`config.mk`:
```
export PLATFORM = sky130hd
export DESIGN_NAME = pc_fetch_sequencer_flat
export DESIGN_NICKNAME = d
export VERILOG_FILES = /design/src/rtl/pc_fetch_sequencer_if.sv /design/src/rtl/pc_fetch_sequencer.sv /design/src/flat_wrapper.sv
export SDC_FILE = /design/constraint.sdc
export NUM_CORES = 1
export LEC_CHECK = 0
export CAP_MARGIN = 20
export CORE_MARGIN = 4
export CORE_UTILIZATION = 61
export CTS_CLUSTER_DIAMETER = 60
export DETAILED_ROUTE_END_ITERATION = 10
export DONT_BUFFER_PORTS = 1
export PLACE_DENSITY_LB_ADDON = 0.3
export SETUP_SLACK_MARGIN = 0.2
export SLEW_MARGIN = 30
export SYNTH_ARGS = -nofsm -noshare
export SYNTH_HDL_FRONTEND = slang
export SYNTH_SLANG_ARGS = --single-unit
export TNS_END_PERCENT = 20
```
`constraint.sdc`:
```
create_clock -name clk -period 1.8 [get_ports clk]
set_input_delay 0.18 -clock clk [delete_from_list [all_inputs] [get_ports clk]]
set_output_delay 0.18 -clock clk [all_outputs]
set_load 0.02 [all_outputs]
```
`src/rtl/pc_fetch_sequencer_if.sv`:
```
// Fetch-sequencer control/address bundle: redirect/hazard requests in,
// registered fetch address and status out.
interface pc_fetch_sequencer_if #(
    parameter int unsigned ADDR_W = 8
);
    logic              stall_i;
    logic              br_taken_i;
    logic [ADDR_W-1:0] br_target_i;
    logic              jmp_i;
    logic [ADDR_W-1:0] jmp_target_i;
    logic              halt_i;
    logic              resume_i;
    logic [ADDR_W-1:0] pc_o;
    logic              fetch_valid_o;
    logic              flush_o;
    logic              wrap_o;
    logic [1:0]        state_o;
    logic [7:0]        redirect_cnt_o;

    modport master (
        output stall_i, br_taken_i, br_target_i, jmp_i, jmp_target_i,
               halt_i, resume_i,
        input  pc_o, fetch_valid_o, flush_o, wrap_o, state_o, redirect_cnt_o
    );

    modport slave (
        input  stall_i, br_taken_i, br_target_i, jmp_i, jmp_target_i,
               halt_i, resume_i,
        output pc_o, fetch_valid_o, flush_o, wrap_o, state_o, redirect_cnt_o
    );
endinterface

```
`src/rtl/pc_fetch_sequencer.sv`:
```
// Fetch-stage PC owner: picks sequential, branch, jump, stall or halt
// next-PC each cycle, flushes IF/ID on redirects and counts them.
module pc_fetch_sequencer #(
    parameter int unsigned       ADDR_W    = 8,
    parameter logic [ADDR_W-1:0] RESET_VEC = '0,
    parameter int unsigned       FLUSH_CYC = 1
) (
    input  logic                  clk,
    input  logic                  rst,
    pc_fetch_sequencer_if.slave   bus
);
    typedef enum logic [1:0] {
        ST_RUN   = 2'd0,
        ST_STALL = 2'd1,
        ST_FLUSH = 2'd2,
        ST_HALT  = 2'd3
    } state_e;

    localparam logic [1:0] FLUSH_LD = 2'(FLUSH_CYC);

    state_e            state_q, state_d;
    logic [ADDR_W-1:0] pc_q, pc_d;
    logic [1:0]        flush_cnt_q, flush_cnt_d;
    logic [7:0]        redirect_cnt_q, redirect_cnt_d;
    logic              fetch_valid_q, fetch_valid_d;
    logic              flush_q, flush_d;
    logic              wrap_q, wrap_d;

    logic              redirect_req;
    logic              do_redirect;
    logic              do_inc;
    logic [ADDR_W-1:0] redirect_tgt;

    assign redirect_req = bus.jmp_i | bus.br_taken_i;
    assign redirect_tgt = bus.jmp_i ? bus.jmp_target_i : bus.br_target_i;

    always_comb begin
        state_d        = state_q;
        pc_d           = pc_q;
        flush_cnt_d    = flush_cnt_q;
        redirect_cnt_d = redirect_cnt_q;
        do_redirect    = 1'b0;
        do_inc         = 1'b0;

        unique case (state_q)
            ST_RUN: begin
                if (redirect_req) begin
                    do_redirect = 1'b1;
                end else if (bus.halt_i) begin
                    state_d = ST_HALT;
                end else if (bus.stall_i) begin
                    state_d = ST_STALL;
                end else begin
                    // First RUN cycle after reset fetches RESET_VEC itself
                    do_inc = fetch_valid_q;
                end
            end
            ST_STALL: begin
                if (redirect_req) begin
                    do_redirect = 1'b1;
                end else if (bus.halt_i) begin
                    state_d = ST_HALT;
                end else if (!bus.stall_i) begin
                    state_d = ST_RUN;
                    do_inc  = 1'b1;
                end
            end
            ST_FLUSH: begin
                if (redirect_req) begin
                    do_redirect = 1'b1;
                end else if (flush_cnt_q <= 2'd1) begin
                    state_d     = ST_RUN;
                    flush_cnt_d = '0;
                end else begin
                    flush_cnt_d = flush_cnt_q - 2'd1;
                end
            end
            ST_HALT: begin
                if (bus.resume_i) begin
                    state_d = ST_RUN;
                    do_inc  = 1'b1;
                end
            end
            default: state_d = ST_RUN;
        endcase

        if (do_redirect) begin
            state_d     = ST_FLUSH;
            pc_d        = redirect_tgt;
            flush_cnt_d = FLUSH_LD;
            if (redirect_cnt_q != 8'hFF) begin
                redirect_cnt_d = redirect_cnt_q + 8'd1;
            end
        end

        if (do_inc) begin
            pc_d = pc_q + 1'b1;
        end

        // Only the sequential path can wrap; a redirect to 0 never does
        wrap_d        = do_inc && (pc_q == '1);
        fetch_valid_d = (state_d == ST_RUN);
        flush_d       = (state_d == ST_FLUSH);
    end

    always_ff @(posedge clk) begin
        if (rst) begin
            state_q        <= ST_RUN;
            pc_q           <= RESET_VEC;
            flush_cnt_q    <= '0;
            redirect_cnt_q <= '0;
            fetch_valid_q  <= 1'b0;
            flush_q        <= 1'b0;
            wrap_q         <= 1'b0;
        end else begin
            state_q        <= state_d;
            pc_q           <= pc_d;
            flush_cnt_q    <= flush_cnt_d;
            redirect_cnt_q <= redirect_cnt_d;
            fetch_valid_q  <= fetch_valid_d;
            flush_q        <= flush_d;
            wrap_q         <= wrap_d;
        end
    end

    assign bus.pc_o           = pc_q;
    assign bus.fetch_valid_o  = fetch_valid_q;
    assign bus.flush_o        = flush_q;
    assign bus.wrap_o         = wrap_q;
    assign bus.state_o        = state_q;
    assign bus.redirect_cnt_o = redirect_cnt_q;
endmodule

```
`src/flat_wrapper.sv`:
```
// flat-port wrapper written by rule: the top's interface ports become plain ports
module pc_fetch_sequencer_flat 
#(
    parameter int unsigned       ADDR_W    = 8,
    parameter logic [ADDR_W-1:0] RESET_VEC = '0,
    parameter int unsigned       FLUSH_CYC = 1
)
  (clk, rst, bus_stall_i, bus_br_taken_i, bus_br_target_i, bus_jmp_i, bus_jmp_target_i, bus_halt_i, bus_resume_i, bus_pc_o, bus_fetch_valid_o, bus_flush_o, bus_wrap_o, bus_state_o, bus_redirect_cnt_o);
  pc_fetch_sequencer_if #(.ADDR_W(ADDR_W)) bus_i ();
  input  logic clk;
  input  logic rst;
  input wire logic [$bits(bus_i.stall_i)-1:0] bus_stall_i;
  input wire logic [$bits(bus_i.br_taken_i)-1:0] bus_br_taken_i;
  input wire logic [$bits(bus_i.br_target_i)-1:0] bus_br_target_i;
  input wire logic [$bits(bus_i.jmp_i)-1:0] bus_jmp_i;
  input wire logic [$bits(bus_i.jmp_target_i)-1:0] bus_jmp_target_i;
  input wire logic [$bits(bus_i.halt_i)-1:0] bus_halt_i;
  input wire logic [$bits(bus_i.resume_i)-1:0] bus_resume_i;
  output wire logic [$bits(bus_i.pc_o)-1:0] bus_pc_o;
  output wire logic [$bits(bus_i.fetch_valid_o)-1:0] bus_fetch_valid_o;
  output wire logic [$bits(bus_i.flush_o)-1:0] bus_flush_o;
  output wire logic [$bits(bus_i.wrap_o)-1:0] bus_wrap_o;
  output wire logic [$bits(bus_i.state_o)-1:0] bus_state_o;
  output wire logic [$bits(bus_i.redirect_cnt_o)-1:0] bus_redirect_cnt_o;
  assign bus_i.stall_i = bus_stall_i;
  assign bus_i.br_taken_i = bus_br_taken_i;
  assign bus_i.br_target_i = bus_br_target_i;
  assign bus_i.jmp_i = bus_jmp_i;
  assign bus_i.jmp_target_i = bus_jmp_target_i;
  assign bus_i.halt_i = bus_halt_i;
  assign bus_i.resume_i = bus_resume_i;
  assign bus_pc_o = bus_i.pc_o;
  assign bus_fetch_valid_o = bus_i.fetch_valid_o;
  assign bus_flush_o = bus_i.flush_o;
  assign bus_wrap_o = bus_i.wrap_o;
  assign bus_state_o = bus_i.state_o;
  assign bus_redirect_cnt_o = bus_i.redirect_cnt_o;
  pc_fetch_sequencer #(.ADDR_W(ADDR_W), .RESET_VEC(RESET_VEC), .FLUSH_CYC(FLUSH_CYC)) u_core (.clk(clk), .rst(rst), .bus(bus_i));
endmodule
```
==> metrics.txt, run 1 <==
Pleak around 0.55 nW; H-tree Lvls 1; GRT Overall Usage 0.236; syn_nets between 150 and 200; Slew Limit Fails 0; RSZ-0062 raised after global routing yes; net switching power 0.000319 W; synth warn 0; placed cell areas 1420 µm²; largest stage delay on the critical path ~400 ps; GRT overflow 0; internal power between 0.0007 and 0.0008 W; P&R area growth vs syn 17.4%; initial DRC count 37; Core ar. roughly 2000 µm²; CTS Buffer Depth 2; Max Fclk 602 MHz; Yosys top cell by area dfxtp_1; routed via count roughly 1300; number of fill cells 151; worst hold-check slack -86.8 ps; clock-pin slew on the worst setup and hold paths between 100 and 150 ps; multi-input logic area a little over 800 µm²; via/cell ratio ~6.6; Final nets ~190; DR WL/cell around 18 µm; die height roughly 54 µm; drt drc 0; # IOs between 40 and 50; Comb pwr share 0.218; hold crit path type input pin to flip-flop; synthesized area per cell between 8 and 9 µm²; initial antenna violation count 0; Switching Share 0.304; Worst Skew approximately 10 ps; PD cells a little under 700 nW/µm²; failing checks negative hold slack; Die X around 54 µm; final instance area ~1500 µm²; CTS root buffer clkbuf_4; Max-Cap Viols 0; vias in the first global route roughly 1200; Required @ worst endpoint 2010 ps; Pwr Total between 0.001 and 0.0015 W; CP Max Fanout 6; cell family with most CP delay compound AO/OA/AOI/OAI gates; cell at the slowest stage of the critical path dfxtp_4; post-synthesis register bit count 23; row count 16; largest net degree at the start of global routing 24; critical path class flip-flop to flip-flop; PortBufs 0; die area around 3000 µm²; post-detail-place hpwl 2310 µm; Final Hold Fails 20; Flop pwr share 0.551; layout cells sized above 1 0.246; EDFF count, synth 0; minimum clock period 1660 ps; Worst VDD drop ~500 µV; crit path launch type flip-flop; Slew @ Worst Pin between 400 and 500 ps; Netlist Area Pre-Place between 1000 and 1500 µm²; Antenna Cells 0; CTS buffer count 3; final WL 3560 µm; Starting Density 0.653; endpoint class of the critical path flip-flop; first-pass GRT wire length 5090 µm; final period utilization 0.923; worst skew pair latency 310 ps; antenna-violating nets left 0; run status complete, but fails checks; sequential fraction of the synthesis area 0.352; Synth area leaders dfxtp_1, mux2i_1, nand2_1; clock group share of total power 0.230; TritonCTS Sinks 23; CTS tree yes; Yosys cell types 46; Post-Synthesis Cells between 100 and 150; WP buf/inv 2; Final Setup Violations 0; Post-synth top flop dfxtp_1; max_slew headroom 0.718; Register Area 469 µm²; critical-path cell list nor3_4 > a22oi_2 > buf_6 > buf_4 > o311ai_2 > a31oi_1; asr flop ratio synth 0; arrival time worst endpoint between 1500 and 2000 ps; drt first pass iters 4; Setup TNS Final 0 ps; Placer Congestion approximately 0.90; Synth top area share 0.352
stage by stage:
stage | instances | hold WS [ps] | utilization | worst slack, ps
after floorplan | 148 | 252 | - | 210
after global placement | 182 | 244 | 0.708 | 195
after detailed placement | 182 | 248 | 0.708 | 45.6
after CTS | 187 | -93.9 | 0.729 | 160
after global routing | 194 | -111 | 0.767 | 59.1
final | 194 | -86.8 | 0.767 | 138
final timing paths:
check	from	to	slack, ps	cells after the start
min reg2reg	u_core.flush_cnt_q[1]	u_core.flush_cnt_q[1]	500	2
min	rst	u_core.bus.state_o[1]	-90	1
max reg2reg	u_core.bus.state_o[1]	u_core.bus.pc_o[2]	140	6
max	u_core.bus.state_o[1]	u_core.bus.pc_o[2]	140	6
logic make-up after synthesis:
| group | after synthesis | synth area share |
|---|---|---|
| buffers and inverters | 14 | 0.0469 |
| and+or+nand+nor | 49 | 0.207 |
| muxes | 10 | 0.0794 |
| adders and majority gates | 2 | 0.0191 |
| xor gates and xnor gates | 4 | 0.0268 |
| AOI/OAI and AO/OA | 46 | 0.269 |
| DFF | 23 | 0.352 |
power by group through the flow:
stage,sequential [W],clock [W],combinational (W)
after floorplan,0.000613,0,0.000126
after global placement,0.000587,0,0.000194
after detailed placement,0.000589,0,0.000201
after CTS,0.000578,0.000254,0.000206
after global routing,0.000583,0.000270,0.000250
final,0.000578,0.000242,0.000229
final cells by class:
class | instances | share of cell area
Sequential cell | 23 | 0.306
Multi-Input combinational cell | 111 | 0.526
Tap cell | 27 | 0.0220
Inverter | 6 | 0.0147
Timing Repair Buffer | 23 | 0.115
Clock buffer | 4 | 0.0171
cell usage after synthesis (all sizes together), types with 2 or more instances:
cell type and count:
dfxtp 23, nand4 3, a21oi 8, mux2i 7, or4 4, nand3 5
nor4b 3, clkbuf 3, xnor2 2, a211oi 3, a22o 3, nor2 11
buf 5, xor2 2, a41oi 4, ha 2, mux2 3, nor3 4
nand2 11, inv 6, a31oi 6, o211ai 5, o21ai 5, and4 2
o311ai 2
sequential cells by signal, summed over array words and instances, names as in the netlist:
register,cells
u_core.flush_cnt_q,2
u_core.bus.flush_o,1
u_core.bus.state_o,2
u_core.bus.fetch_valid_o,1
u_core.bus.redirect_cnt_o,8
u_core.bus.pc_o,8
u_core.bus.wrap_o,1
cell usage in the layout, fill, tap and decap left out, drive strengths merged, types with 2 or more instances in the layout:
| master | count |
|---|---|
| buf | 23 |
| a22o | 3 |
| o311ai | 2 |
| xor2 | 2 |
| nand4 | 3 |
| nand2 | 11 |
| a31oi | 6 |
| nor4b | 3 |
| nor2 | 11 |
| nor3 | 4 |
| and4 | 2 |
| mux2 | 3 |
| xnor2 | 2 |
| inv | 6 |
| o211ai | 5 |
| or4 | 4 |
| mux2i | 7 |
| o21ai | 5 |
| a21oi | 8 |
| ha | 2 |
| nand3 | 5 |
| a211oi | 3 |
| dfxtp | 23 |
| clkbuf | 4 |
| a41oi | 4 |
repair_timing:
| item | in CTS | in global routing |
|---|---|---|
| pin swaps | 1 | 3 |
| endpoints found under the setup margin | 5 | 9 |
| endpoints found under the hold margin | 20 | 21 |
| gates resized for setup | 1 | 8 |
| buffers inserted | 1 | 7 |
metal layers:
metal	share of wire	GRT usage	wire, µm
met1	0.39	0.290	1390
met2	0.51	0.398	1820
met3	0.093	0.0763	332
met4	0.0051	0.0539	18
met5	0	0	0
worst register-to-register path, delay by kind of cell (launching register included):
kind            cells  cell delay [ps]
simple gates        1              310
compound gates      3              540
buf+inv             2              310
flops               1              400
(Power assumes the default switching activity.)
==> inputs of run 2 (changes only) <==
- SETUP_SLACK_MARGIN: 0.2 -> unset
==> run 2 against run 1 <==
Flip-flop and latch count stayed put; register-to-register slack hardly changed; largest power group unchanged; largest cell class unchanged; sequential power hardly changed; highest routed layer unchanged; first-iteration DRC count is 8.1% higher; clock power hardly changed; critical path type unchanged; the run now ends clean; final area is 3.2% lower; die area stayed put; critical endpoint is now u_core.bus.pc_o[4]; wire length is 5.3% lower.
==> metrics.txt, run 2 (same netlist as run 1, synthesis figures left out) <==
Slew @ Worst Pin 733 ps (was 423 ps); DR WL/cell 17.7 µm (was 18.3 µm); Starting Density 0.653 (unchanged); worst slack at placement 124 ps (was 45.6 ps); cell at the slowest stage of the critical path or4_1 (was dfxtp_4); drt first pass iters 4 (unchanged); antenna-violating nets left 0 (unchanged); Antenna Cells 0 (unchanged); Worst Skew 11.2 ps (was 9.96 ps); worst skew pair latency 320 ps (was 310 ps); P&R area growth vs syn 13.7% (was 17.4%); PortBufs 0 (unchanged); largest stage delay on the critical path 570 ps (was 400 ps); row count 16 (unchanged); die area 2950 µm² (unchanged); Die X 54.3 µm (unchanged); first-pass GRT wire length 5300 µm (was 5090 µm); CP Max Fanout 11 (was 6); final WL 3370 µm (was 3560 µm); WP buf/inv 0 (was 2); Max-Cap Viols 0 (unchanged); Placer Congestion 0.852 (was 0.900); Required @ worst endpoint 2050 ps (was 2010 ps); CTS root buffer clkbuf_4 (unchanged); initial antenna violation count 0 (unchanged); vias in the first global route 1148 (was 1194); CTS Buffer Depth 2 (unchanged); final setup margin 143 ps (was 138 ps); run status complete, no violations (was complete, but fails checks); number of fill cells 153 (was 151); arrival time worst endpoint 1910 ps (was 1870 ps); Slew Limit Fails 0 (unchanged); via/cell ratio 6.78 (was 6.64); routed via count 1289 (was 1288); initial DRC count 40 (was 37); Core ar. 2000 µm² (unchanged); endpoint class of the critical path flip-flop (unchanged); CTS buffer count 3 (unchanged); Final Setup Violations 0 (unchanged); post-detail-place hpwl 2480 µm (was 2310 µm); H-tree Lvls 1 (unchanged); critical path class flip-flop to flip-flop (unchanged); final period utilization 0.921 (was 0.923); cell family with most CP delay simple AND/OR/NAND/NOR gates (was compound AO/OA/AOI/OAI gates); layout cells sized above 1 0.190 (was 0.246); Final nets 189 (was 193); hold crit path type input pin to flip-flop (unchanged); PD cells 704 nW/µm² (was 683 nW/µm²); die height 54.3 µm (unchanged); Setup TNS Final 0 ps (unchanged); RSZ-0062 raised after global routing no (was yes); crit path launch type flip-flop (unchanged); leading cell type in the layout, fill and taps excluded dfxtp_1 (was buf_4); Pleak 0.528 nW (was 0.550 nW); Final Hold Fails 0 (was 20); GRT overflow 0 (unchanged); TritonCTS Sinks 23 (unchanged); Max Fclk 603 MHz (was 602 MHz); # IOs 44 (unchanged); critical-path cell list nor3_4 > a22oi_2 > or4_1 > a31oi_1 (was nor3_4 > a22oi_2 > buf_6 > buf_4 > o311ai_2 > a31oi_1); drt drc 0 (unchanged); largest net degree at the start of global routing 21 (was 24); commonest cells after routing, fill and taps aside dfxtp_1, buf_4, nand2_1, nor2_1, a21oi_1 (was buf_4, dfxtp_1, nand2_1, nor2_1, a21oi_1); clock-pin slew on the worst setup and hold paths 130 ps (about the same); Worst VDD drop 705 µV (was 515 µV); minimum clock period 1660 ps (about the same); CTS tree yes (unchanged); max_slew headroom 0.510 (was 0.718); GRT Overall Usage 0.247 (was 0.236)
run 2: worst register-to-register path, stage by stage, from the launching register on:
cell and delay [ps]:
dfxtp_2 390, nor3_4 270, a22oi_2 210, or4_1 570, a31oi_1 150
run 2: area by class of cell:
type | instances | area, µm² | share of cell area
well taps | 27 | 33.8 | 0.0227
clock buffers | 4 | 26.3 | 0.0177
multi-input cells | 111 | 795 | 0.535
inverters | 6 | 22.5 | 0.0152
flip-flops and latches | 23 | 462 | 0.311
repair buffers | 19 | 148 | 0.0993
run 2: layer usage:
| layer | track usage | vias to the layer above | part of all wire |
|---|---|---|---|
| met5 | 0 | - | 0 |
| met4 | 0.0830 | 0 | 0.0080 |
| met1 | 0.310 | 609 | 0.42 |
| met3 | 0.0817 | 5 | 0.090 |
| li1 | - | 611 | - |
| met2 | 0.396 | 64 | 0.48 |
run 2: worst paths after layout:
check	slack, ps	endpoint	startpoint	cells past startpoint
worst max-delay path	140	u_core.bus.pc_o[4]	u_core.bus.state_o[1]	4
worst min-delay path	20	u_core.bus.pc_o[3]	rst	2
worst max register to register	140	u_core.bus.pc_o[4]	u_core.bus.state_o[1]	4
worst min register to register	480	u_core.flush_cnt_q[1]	u_core.flush_cnt_q[1]	2
run 2: through the flow:
step / util / instances / hold WS [ps] / cell area (µm²) / total power [W]
after floorplan: - / 148 / 252 / 1310 / 0.000739
after global routing: 0.743 / 190 / 0.459 / 1490 / 0.00110
after CTS: 0.733 / 189 / 0.778 / 1470 / 0.00104
after global placement: 0.714 / 184 / 253 / 1430 / 0.000786
after detailed placement: 0.714 / 184 / 254 / 1430 / 0.000798
final: 0.743 / 190 / 17.5 / 1490 / 0.00105
run 2: timing repair:
| item | in CTS | in global routing |
|---|---|---|
| endpoints found under the setup margin | 0 | 4 |
| buffers inserted | 0 | 0 |
| hold buffers | 1 | 1 |
| hold endpoints to repair | 20 | 1 |
| gates resized for setup | 0 | 2 |
run 2: power by group:
part / internal, W / leakage, nW / switching, W
Clock: 0.0000869 / 0.0150 / 0.000158
Combinational: 0.0000969 / 0.324 / 0.000129
Sequential: 0.000540 / 0.189 / 0.0000363
Total: 0.000723 / 0.528 / 0.000324
==> inputs of run 3 (changes only) <==
- HOLD_SLACK_MARGIN: unset -> 0.03
- RECOVER_POWER: unset -> 25
==> run 3 against run 2 <==
Worst hold slack better by 59 ps; clock power hardly changed; final area is 1.3% lower; clock-buffer cell count stayed put; combinational power is 3% lower; total power is 0.73% lower; die area stayed put; fmax is 0.34% lower; critical endpoint is now u_core.bus.redirect_cnt_o[5].
==> metrics.txt, run 3 (same netlist as run 1, synthesis figures left out) <==
run status complete, no violations (unchanged); Die X 54.3 µm (unchanged); PD cells 708 nW/µm² (was 704 nW/µm²); row count 16 (unchanged); post-detail-place hpwl 2480 µm (unchanged); drt first pass iters 4 (unchanged); vias in the first global route 1167 (was 1148); commonest cells after routing, fill and taps aside dfxtp_1, buf_4, nand2_1, nor2_1, a21oi_1 (unchanged); worst skew pair latency 320 ps (about the same); H-tree Lvls 1 (unchanged); Final Setup Violations 0 (unchanged); initial antenna violation count 0 (unchanged); Max-Cap Viols 0 (unchanged); Pleak 0.508 nW (was 0.528 nW); CTS root buffer clkbuf_4 (unchanged); Final Hold Fails 0 (unchanged); worst hold-check slack 76.2 ps (was 17.5 ps); clock-pin slew on the worst setup and hold paths 130 ps (about the same); worst slack at placement 124 ps (unchanged); hold crit path type input pin to flip-flop (unchanged); die height 54.3 µm (unchanged); minimum clock period 1660 ps (about the same); via/cell ratio 6.74 (was 6.78); Antenna Cells 0 (unchanged); critical-path cell list clkbuf_1 > and3_1 > o211ai_1 > or3_1 > a21oi_1 (was nor3_4 > a22oi_2 > or4_1 > a31oi_1); CTS tree yes (unchanged); first-pass GRT wire length 5230 µm (was 5300 µm); arrival time worst endpoint 1900 ps (was 1910 ps); Worst Skew 10.2 ps (was 11.2 ps); Pwr Total 0.00104 W (was 0.00105 W); antenna-violating nets left 0 (unchanged); endpoint class of the critical path flip-flop (unchanged); final setup margin 137 ps (was 143 ps); crit path launch type flip-flop (unchanged); RSZ-0062 raised after global routing no (unchanged); TritonCTS Sinks 23 (unchanged); GRT overflow 0 (unchanged); postcts setup bufs 0 (unchanged); Starting Density 0.653 (unchanged); largest stage delay on the critical path 360 ps (was 570 ps); Final nets 189 (unchanged); cell family with most CP delay simple AND/OR/NAND/NOR gates (unchanged); Placed Instances 184 (unchanged); final WL 3400 µm (was 3370 µm); layout cells sized above 1 0.160 (was 0.190); drt drc 0 (unchanged); cell at the slowest stage of the critical path dfxtp_1 (was or4_1); routed via count 1280 (was 1289); Max Fclk 601 MHz (was 603 MHz); WP buf/inv 1 (was 0); initial DRC count 34 (was 40); Slew Limit Fails 0 (unchanged); Required @ worst endpoint 2040 ps (was 2050 ps); Worst VDD drop 692 µV (was 705 µV); Cell Count, Final, Fillers Out 190 (unchanged); leading cell type in the layout, fill and taps excluded dfxtp_1 (unchanged); final period utilization 0.924 (was 0.921); Core ar. 2000 µm² (unchanged); PortBufs 0 (unchanged); P&R area growth vs syn 12.2% (was 13.7%); Reg2Reg Setup Slack 140 ps (about the same); Slew @ Worst Pin 803 ps (was 733 ps); # IOs 44 (unchanged); Placer Congestion 0.852 (unchanged); GRT Overall Usage 0.244 (was 0.247); DR WL/cell 17.9 µm (was 17.7 µm); CTS buffer count 3 (unchanged); critical path class flip-flop to flip-flop (unchanged); Setup TNS Final 0 ps (unchanged); CP Max Fanout 3 (was 11); die area 2950 µm² (unchanged); largest net degree at the start of global routing 23 (was 21); max_slew headroom 0.463 (was 0.510); CTS Buffer Depth 2 (unchanged)
## run 3: cell type report
cell class,instances,area [µm²]
tap,27,33.8
multi-input combinational,111,795
inverter,6,22.5
timing repair buffer,19,129
fill,157,534
clock buffer,4,26.3
sequential,23,462
## run 3: power breakdown
group | switching (W) | internal (W) | leakage (nW)
logic | 0.000130 | 0.0000900 | 0.304
registers | 0.0000366 | 0.000539 | 0.189
clock network | 0.000156 | 0.0000868 | 0.0150
total | 0.000323 | 0.000716 | 0.508
## run 3: worst min-delay path: cells and delay by family
| kind | cells | cell delay [ps] |
|---|---|---|
| compound gates | 2 | 150 |
| simple gates | 1 | 40 |
## run 3: final timing paths
kind / end / startpoint / depth (start not counted)
hold / removal: u_core.flush_cnt_q[1] / bus_jmp_i / 3
hold reg to reg: u_core.flush_cnt_q[1] / u_core.flush_cnt_q[1] / 2
setup / recovery: u_core.bus.redirect_cnt_o[5] / u_core.bus.redirect_cnt_o[0] / 5
setup reg to reg: u_core.bus.redirect_cnt_o[5] / u_core.bus.redirect_cnt_o[0] / 5
## run 3: metrics by stage
stage          utilization  cell area [µm²]
6_report             0.733             1470
5_1_grt              0.733             1470
4_1_cts              0.733             1470
3_5_place_dp         0.714             1430
3_3_place_gp         0.714             1430
2_1_floorplan            -             1310
## run 3: what timing repair did
action                     in CTS  in global routing
hold endpoints to repair       22                  1
setup endpoints to repair       0                  4
hold buffers                    1                  1
gates resized for setup         0                  2
## run 3: per-layer routing
| layer | track usage | vias to the layer above | share of wire |
|---|---|---|---|
| met4 | 0.0830 | 0 | 0.0080 |
| met5 | 0 | - | 0 |
| met1 | 0.300 | 591 | 0.40 |
| met2 | 0.394 | 76 | 0.48 |
| li1 | - | 608 | - |
| met3 | 0.0872 | 5 | 0.11 |
